### config.mk
export PLATFORM = sky130hd
export DESIGN_NAME = uart_sim_tx
export DESIGN_NICKNAME = d
export VERILOG_FILES = /design/src/rtl/uart_sim_pkg.sv /design/src/rtl/uart_sim_tx_sync_fifo.sv /design/src/rtl/uart_sim_tx.sv
export SDC_FILE = /design/constraint.sdc
export NUM_CORES = 1
export LEC_CHECK = 0
export ABC_AREA = 1
export BUFFER_PORTS_ARGS = -buffer_cell sky130_fd_sc_hd__buf_2
export CORE_MARGIN = 2
export CORE_UTILIZATION = 34
export DETAILED_ROUTE_END_ITERATION = 8
export GPL_TIMING_DRIVEN = 0
export SLEW_MARGIN = 40
export SYNTH_ARGS = -nofsm -noshare
export SYNTH_HDL_FRONTEND = slang
export SYNTH_SLANG_ARGS = --single-unit
### constraint.sdc
create_clock -name clk -period 2.9 [get_ports clk]
set_clock_uncertainty 0.2 [all_clocks]
set_input_delay 0.435 -clock clk [delete_from_list [all_inputs] [get_ports clk]]
set_output_delay 0.435 -clock clk [all_outputs]
set_load 0.02 [all_outputs]
### src/rtl/uart_sim_pkg.sv
// Shared types and constants for the simulation UART transmitter.
// Build option: UART_SIM_TX_PARITY_EN adds an even-parity bit to each frame.
package uart_sim_pkg;

  typedef enum logic [2:0] {
    IDLE,
    START,
    DATA,
    PARITY,
    STOP
  } state_t;

  localparam int DATA_BITS = 8;
  localparam int STOP_BITS = 1;

  // Clock cycles per bit, rounded to nearest.
  function automatic int calc_div(input int clk_hz, input int baud);
    return (clk_hz + baud / 2) / baud;
  endfunction

endpackage

### src/rtl/uart_sim_tx_sync_fifo.sv
// First-word fall-through FIFO; head data is valid whenever empty is low.
// Latency: write visible one cycle after push. Push while full is dropped unless a pop frees a slot.
// Backpressure: full asserted at DEPTH entries.
module sync_fifo #(
  parameter int WIDTH = 8,
  parameter int DEPTH = 16
) (
  input  logic                     clk,
  input  logic                     rst,
  input  logic                     push,
  input  logic [WIDTH-1:0]         push_data,
  input  logic                     pop,
  output logic [WIDTH-1:0]         pop_data,
  output logic                     full,
  output logic                     empty,
  output logic [$clog2(DEPTH):0]   level
);

  localparam int AW = $clog2(DEPTH);
  localparam int LW = AW + 1;

  generate
    if (DEPTH < 2 || (1 << AW) != DEPTH) begin : g_depth_chk
      $error("sync_fifo: DEPTH must be a power of two and at least 2");
    end
  endgenerate

  logic [WIDTH-1:0] mem [DEPTH];
  logic [AW-1:0]    wr_ptr;
  logic [AW-1:0]    rd_ptr;
  logic             do_push;
  logic             do_pop;

  // Level MSB is set only when every entry is occupied.
  assign full     = level[AW];
  assign empty    = (level == '0);
  assign do_pop   = pop && !empty;
  assign do_push  = push && (!full || do_pop);
  assign pop_data = mem[rd_ptr];

  always_ff @(posedge clk or posedge rst) begin
    if (rst) begin
      wr_ptr <= '0;
      rd_ptr <= '0;
      level  <= '0;
    end else begin
      if (do_push) wr_ptr <= wr_ptr + AW'(1);
      if (do_pop)  rd_ptr <= rd_ptr + AW'(1);
      case ({do_push, do_pop})
        2'b10:   level <= level + LW'(1);
        2'b01:   level <= level - LW'(1);
        default: level <= level;
      endcase
    end
  end

  always_ff @(posedge clk) begin
    if (do_push) mem[wr_ptr] <= push_data;
  end

endmodule

### src/rtl/uart_sim_tx.sv
// UART 8N1 transmitter (8E1 when UART_SIM_TX_PARITY_EN is defined) fed by a byte FIFO.
// Latency: start bit appears 2 cycles after a push into an empty, idle transmitter.
// Backpressure: o_ready low while the FIFO is full; pushes then are dropped.
module uart_sim_tx
  import uart_sim_pkg::*;
#(
  parameter int CLK_FREQ_HZ = 12_500_000,
  parameter int BAUD_RATE   = 115_200,
  parameter int FIFO_DEPTH  = 16
) (
  input  logic                          clk,
  input  logic                          rst,
  input  logic [7:0]                    i_data,
  input  logic                          i_valid,
  output logic                          o_ready,
  output logic                          o_uart_tx,
  output logic                          o_busy,
  output logic [$clog2(FIFO_DEPTH):0]   o_fifo_level
);

  localparam int          DIV      = calc_div(CLK_FREQ_HZ, BAUD_RATE);
  localparam logic [15:0] DIV_LAST = 16'(DIV - 1);
  localparam logic [2:0]  LAST_BIT = 3'(DATA_BITS - 1);

  generate
    if (DIV < 2 || DIV > 65535) begin : g_div_chk
      $error("uart_sim_tx: bit period out of range for the 16-bit baud counter");
    end
    if (STOP_BITS != 1) begin : g_stop_chk
      $error("uart_sim_tx: only one stop bit is supported");
    end
  endgenerate

  state_t      state;
  state_t      state_nxt;
  logic [15:0] baud_cnt;
  logic        baud_done;
  logic [2:0]  bit_idx;
  logic [7:0]  shift;
  logic        tx_nxt;
  logic        fifo_pop;
  logic        fifo_full;
  logic        fifo_empty;
  logic [7:0]  fifo_head;
  logic        fifo_push;
`ifdef UART_SIM_TX_PARITY_EN
  logic        parity;
`endif

  assign o_ready   = !fifo_full;
  assign fifo_push = i_valid && o_ready;
  assign baud_done = (baud_cnt == DIV_LAST);
  assign o_busy    = (state != IDLE) || (o_fifo_level != '0);

  sync_fifo #(
    .WIDTH (8),
    .DEPTH (FIFO_DEPTH)
  ) u_fifo (
    .clk       (clk),
    .rst       (rst),
    .push      (fifo_push),
    .push_data (i_data),
    .pop       (fifo_pop),
    .pop_data  (fifo_head),
    .full      (fifo_full),
    .empty     (fifo_empty),
    .level     (o_fifo_level)
  );

  always_ff @(posedge clk or posedge rst) begin
    if (rst) state <= IDLE;
    else     state <= state_nxt;
  end

  always_comb begin
    state_nxt = state;
    case (state)
      IDLE:   if (!fifo_empty) state_nxt = START;
      START:  if (baud_done) state_nxt = DATA;
      DATA: begin
        if (baud_done && bit_idx == LAST_BIT) begin
`ifdef UART_SIM_TX_PARITY_EN
          state_nxt = PARITY;
`else
          state_nxt = STOP;
`endif
        end
      end
`ifdef UART_SIM_TX_PARITY_EN
      PARITY: if (baud_done) state_nxt = STOP;
`endif
      STOP:   if (baud_done) state_nxt = IDLE;
      default: state_nxt = IDLE;
    endcase
  end

  // Line value is computed from the current state and registered, so the pin
  // trails the state by one cycle and never glitches.
  always_comb begin
    tx_nxt   = 1'b1;
    fifo_pop = 1'b0;
    case (state)
      IDLE:   fifo_pop = !fifo_empty;
      START:  tx_nxt   = 1'b0;
      DATA:   tx_nxt   = shift[0];
`ifdef UART_SIM_TX_PARITY_EN
      PARITY: tx_nxt   = parity;
`endif
      default: tx_nxt  = 1'b1;
    endcase
  end

  always_ff @(posedge clk or posedge rst) begin
    if (rst) o_uart_tx <= 1'b1;
    else     o_uart_tx <= tx_nxt;
  end

  always_ff @(posedge clk or posedge rst) begin
    if (rst) begin
      baud_cnt <= '0;
      bit_idx  <= '0;
      shift    <= '0;
`ifdef UART_SIM_TX_PARITY_EN
      parity   <= 1'b0;
`endif
    end else if (state == IDLE) begin
      baud_cnt <= '0;
      bit_idx  <= '0;
      if (!fifo_empty) begin
        shift  <= fifo_head;
`ifdef UART_SIM_TX_PARITY_EN
        parity <= ^fifo_head;
`endif
      end
    end else if (baud_done) begin
      baud_cnt <= '0;
      if (state == DATA) begin
        shift   <= shift >> 1;
        bit_idx <= bit_idx + 3'd1;
      end
    end else begin
      baud_cnt <= baud_cnt + 16'd1;
    end
  end

endmodule

==> impl_metrics.ini <==
[synth]
synth_nets = 814
yosys.area_share.adder_pct = 2.10
ys_types = 37
synthSimpleGateAreaFrac_pct = 24.8
synth_compound_area_share_pct = 2.50
seq_area_frac_synth_pct = 63.8
synth.mux.area_fraction_pct = 0
synth_warnings = 0
synth-seq-cells = 172
async_flop_share_pct = 25.6
synth_flop_cell = edfxtp_1
synth_top_family_by_area = simple AND/OR/NAND/NOR gates
syn-cell-area_mm2 = 0.00775
synth-xor-area-share_pct = 2.03
syn-mean-instance-area_um2 = 9.81
synth_edf_count = 128
synthCells = 790

[power]
max-vdd-ir-drop_v = 0.000437
leakage_uw = 0.00370
p_sw_share_pct = 27.5
power.internal_uw = 4290
pwr-share-comb_pct = 10.4
pwr-share-clk_pct = 39.3
pwr-share-seq_pct = 50.3
p_sw_uw = 1630
power.density_mw_per_mm2 = 668

[hold_path]
worst_hold_path.num_cells = 1
hp-class = primary input to flip-flop

[grt]
grtUsageTotal_pct = 15.9
antenna_found_initial = 0
grt_start_max_net_pins = 28
grt_pass1_vias = 5104
grt-ovfl-total = 0
grt_first_pass_wirelength_um = 28700

[sta]
max_freq_mhz = 371
timing_hold_violations_final = 0
fin_crit_sh_pct = 93.0
setup_viol = 0
maxSlewHeadroom_pct = 42.0
tns_ps = 0
slew_violations = 0
rsz0062_at_grt = no
fin_crit_ps = 2700
tightest_slew_ps = 867
holdWs_ps = 202

[clocking]
clockBufferDepth = 2
cts_tree = built
cts_setup_buffers = 0
cts_buffers = 17
cts.sinks = 172
clk_latency_ps = 440
cts_root_buf = clkbuf_16
clkTransAtPathRegs_ps = 80
cts_max_level = 4

[critical_path]
worstSetupStartpointType = flip-flop
critPathRequiredTime_ps = 3010
end_kind = flip-flop
r2r_cells = 15
worstPathMaxFanout = 7
cp_data_arrival_time_ps = 2810
worstSetupPathType = flip-flop to flip-flop

[placed_design]
dp_cells = 1094
place.gp.congestion = 0.877
io_buffers = 18
dp_hpwl_um = 11900

[layout]
fin_util_pct = 39.4
seq_area_mm2 = 0.00495
drive_above_1_share_pct = 12.0
syn2layout_area_growth_pct = 14.3
multiInputGateArea_mm2 = 0.00246
layout.nets = 853
nFillCells = 2171
mostFrequentLayoutCells = nand2_1, edfxtp_1, nor2_1
final-instance-count-excl-fill = 1127
diodes = 0
layout_commonest_cell = nand2_1

[drt]
wirelength_um = 18100
drc = 0
vias = 5340
detail_route.first_pass.iterations = 4
drt_iter0_drc = 413
routed_via_density = 4.74
wl_per_cell_um = 16.1
drtAntennaViolNets = 0

[job]
maxCapViolCount = 0

[floorplan]
die_w_um = 155
core.rowCount = 55
ios = 19
core_area_mm2 = 0.0225
die_area_mm2 = 0.0240
start_util_pct = 34.5
die_h_um = 155

[outcome]
status = finished, final reports clean
worst paths after layout:
kind,start,to,slack [ps]
setup / recovery,state[0],u_fifo.level[4],200
hold / removal,i_data[5],u_fifo.mem[4][5],200
setup reg to reg,state[0],u_fifo.level[4],200
hold reg to reg,shift[5],shift[5],280
max in group asynchronous,rst,o_uart_tx,1720
min in group asynchronous,rst,baud_cnt[5],290
cell usage after synthesis, types with 2 or more instances:
master,number,area [um^2]
nor3_1,8,40.0
clkinv_1,2,7.51
nor2_2,4,25.0
inv_1,52,195
o211ai_1,2,15.0
dfrtp_1,43,1080
xnor2_1,3,26.3
inv_2,5,18.8
o21ai_0,16,80.1
xor2_1,15,131
a21oi_1,11,55.1
nand3_1,66,330
nor2_1,111,417
nor3b_1,2,15.0
nand2_2,3,18.8
ha_1,13,163
nand2_1,256,961
buf_4,2,15.0
buf_2,21,105
edfxtp_1,128,3840
nand4_1,7,43.8
clkbuf_1,5,18.8
layer usage:
layer / vias up / share of wire, % / GRT usage (%)
met5: - / 0 / 0
met4: 0 / 2.8 / 6.13
met2: 125 / 48 / 26.5
li1: 2663 / - / -
met1: 2515 / 45 / 20.8
met3: 37 / 4.3 / 2.59
per-stage QoR:
stage,setup slack [ps],instance area [um^2],total power [uW]
after floorplan,555,7750,3420
after global placement,165,8200,3610
after detailed placement,144,8220,3630
after CTS,125,8840,5920
after global routing,22.5,8860,6130
final,202,8860,5920
power groups by stage:
stage	clock (uW)	combinational (uW)	sequential, uW
2_1_floorplan	0	378	3040
4_1_cts	2340	607	2970
3_3_place_gp	0	587	3020
5_1_grt	2430	698	3000
6_report	2320	618	2970
3_5_place_dp	0	602	3030
worst max-delay path, stage by stage (launching register included):
cell     delay (ps)
dfrtp_1         420
nor2_4          210
nand2_2         130
inv_2           130
nand2_1         200
inv_4           160
ha_2            250
xor2_1          210
ha_1            180
inv_1            40
nand2_1          80
nand3_1         110
nand3_1         100
nand2_1          50
nand2_1          40
o21ai_0          70
state kept, by name, indices dropped and copies added (netlist names):
| signal | cells |
|---|---|
| shift | 8 |
| o_uart_tx | 1 |
| bit_idx | 3 |
| u_fifo.level | 5 |
| u_fifo.rd_ptr | 4 |
| baud_cnt | 16 |
| u_fifo.wr_ptr | 4 |
| state | 3 |
| u_fifo.mem | 128 |
kinds of logic (layout without fill, tap and decap cells):
family	count (synthesis)	count (layout)
AO/OA/AOI/OAI	35	35
XOR/XNOR	18	18
adder cells (fa/ha/maj)	13	13
buffers and inverters	88	140
flip-flops	172	172
AND/OR/NAND/NOR	464	464
what timing repair did:
action / CTS / global route
hold buffers: 1 / 0
gates resized for setup: 0 / 2
hold endpoints to repair: 17 / 0
endpoints found under the setup margin: 0 / 1
final cells by class:
class,count,area share [%]
clock buffers,17,4.80
well taps,285,4.02
flip-flops and latches,172,55.8
clock inverters,15,2.05
inverters,59,2.56
plain buffers,29,1.69
multi-input cells,530,27.7
repair buffers,20,1.36
Note: power is estimated with default switching activity, not from simulation.
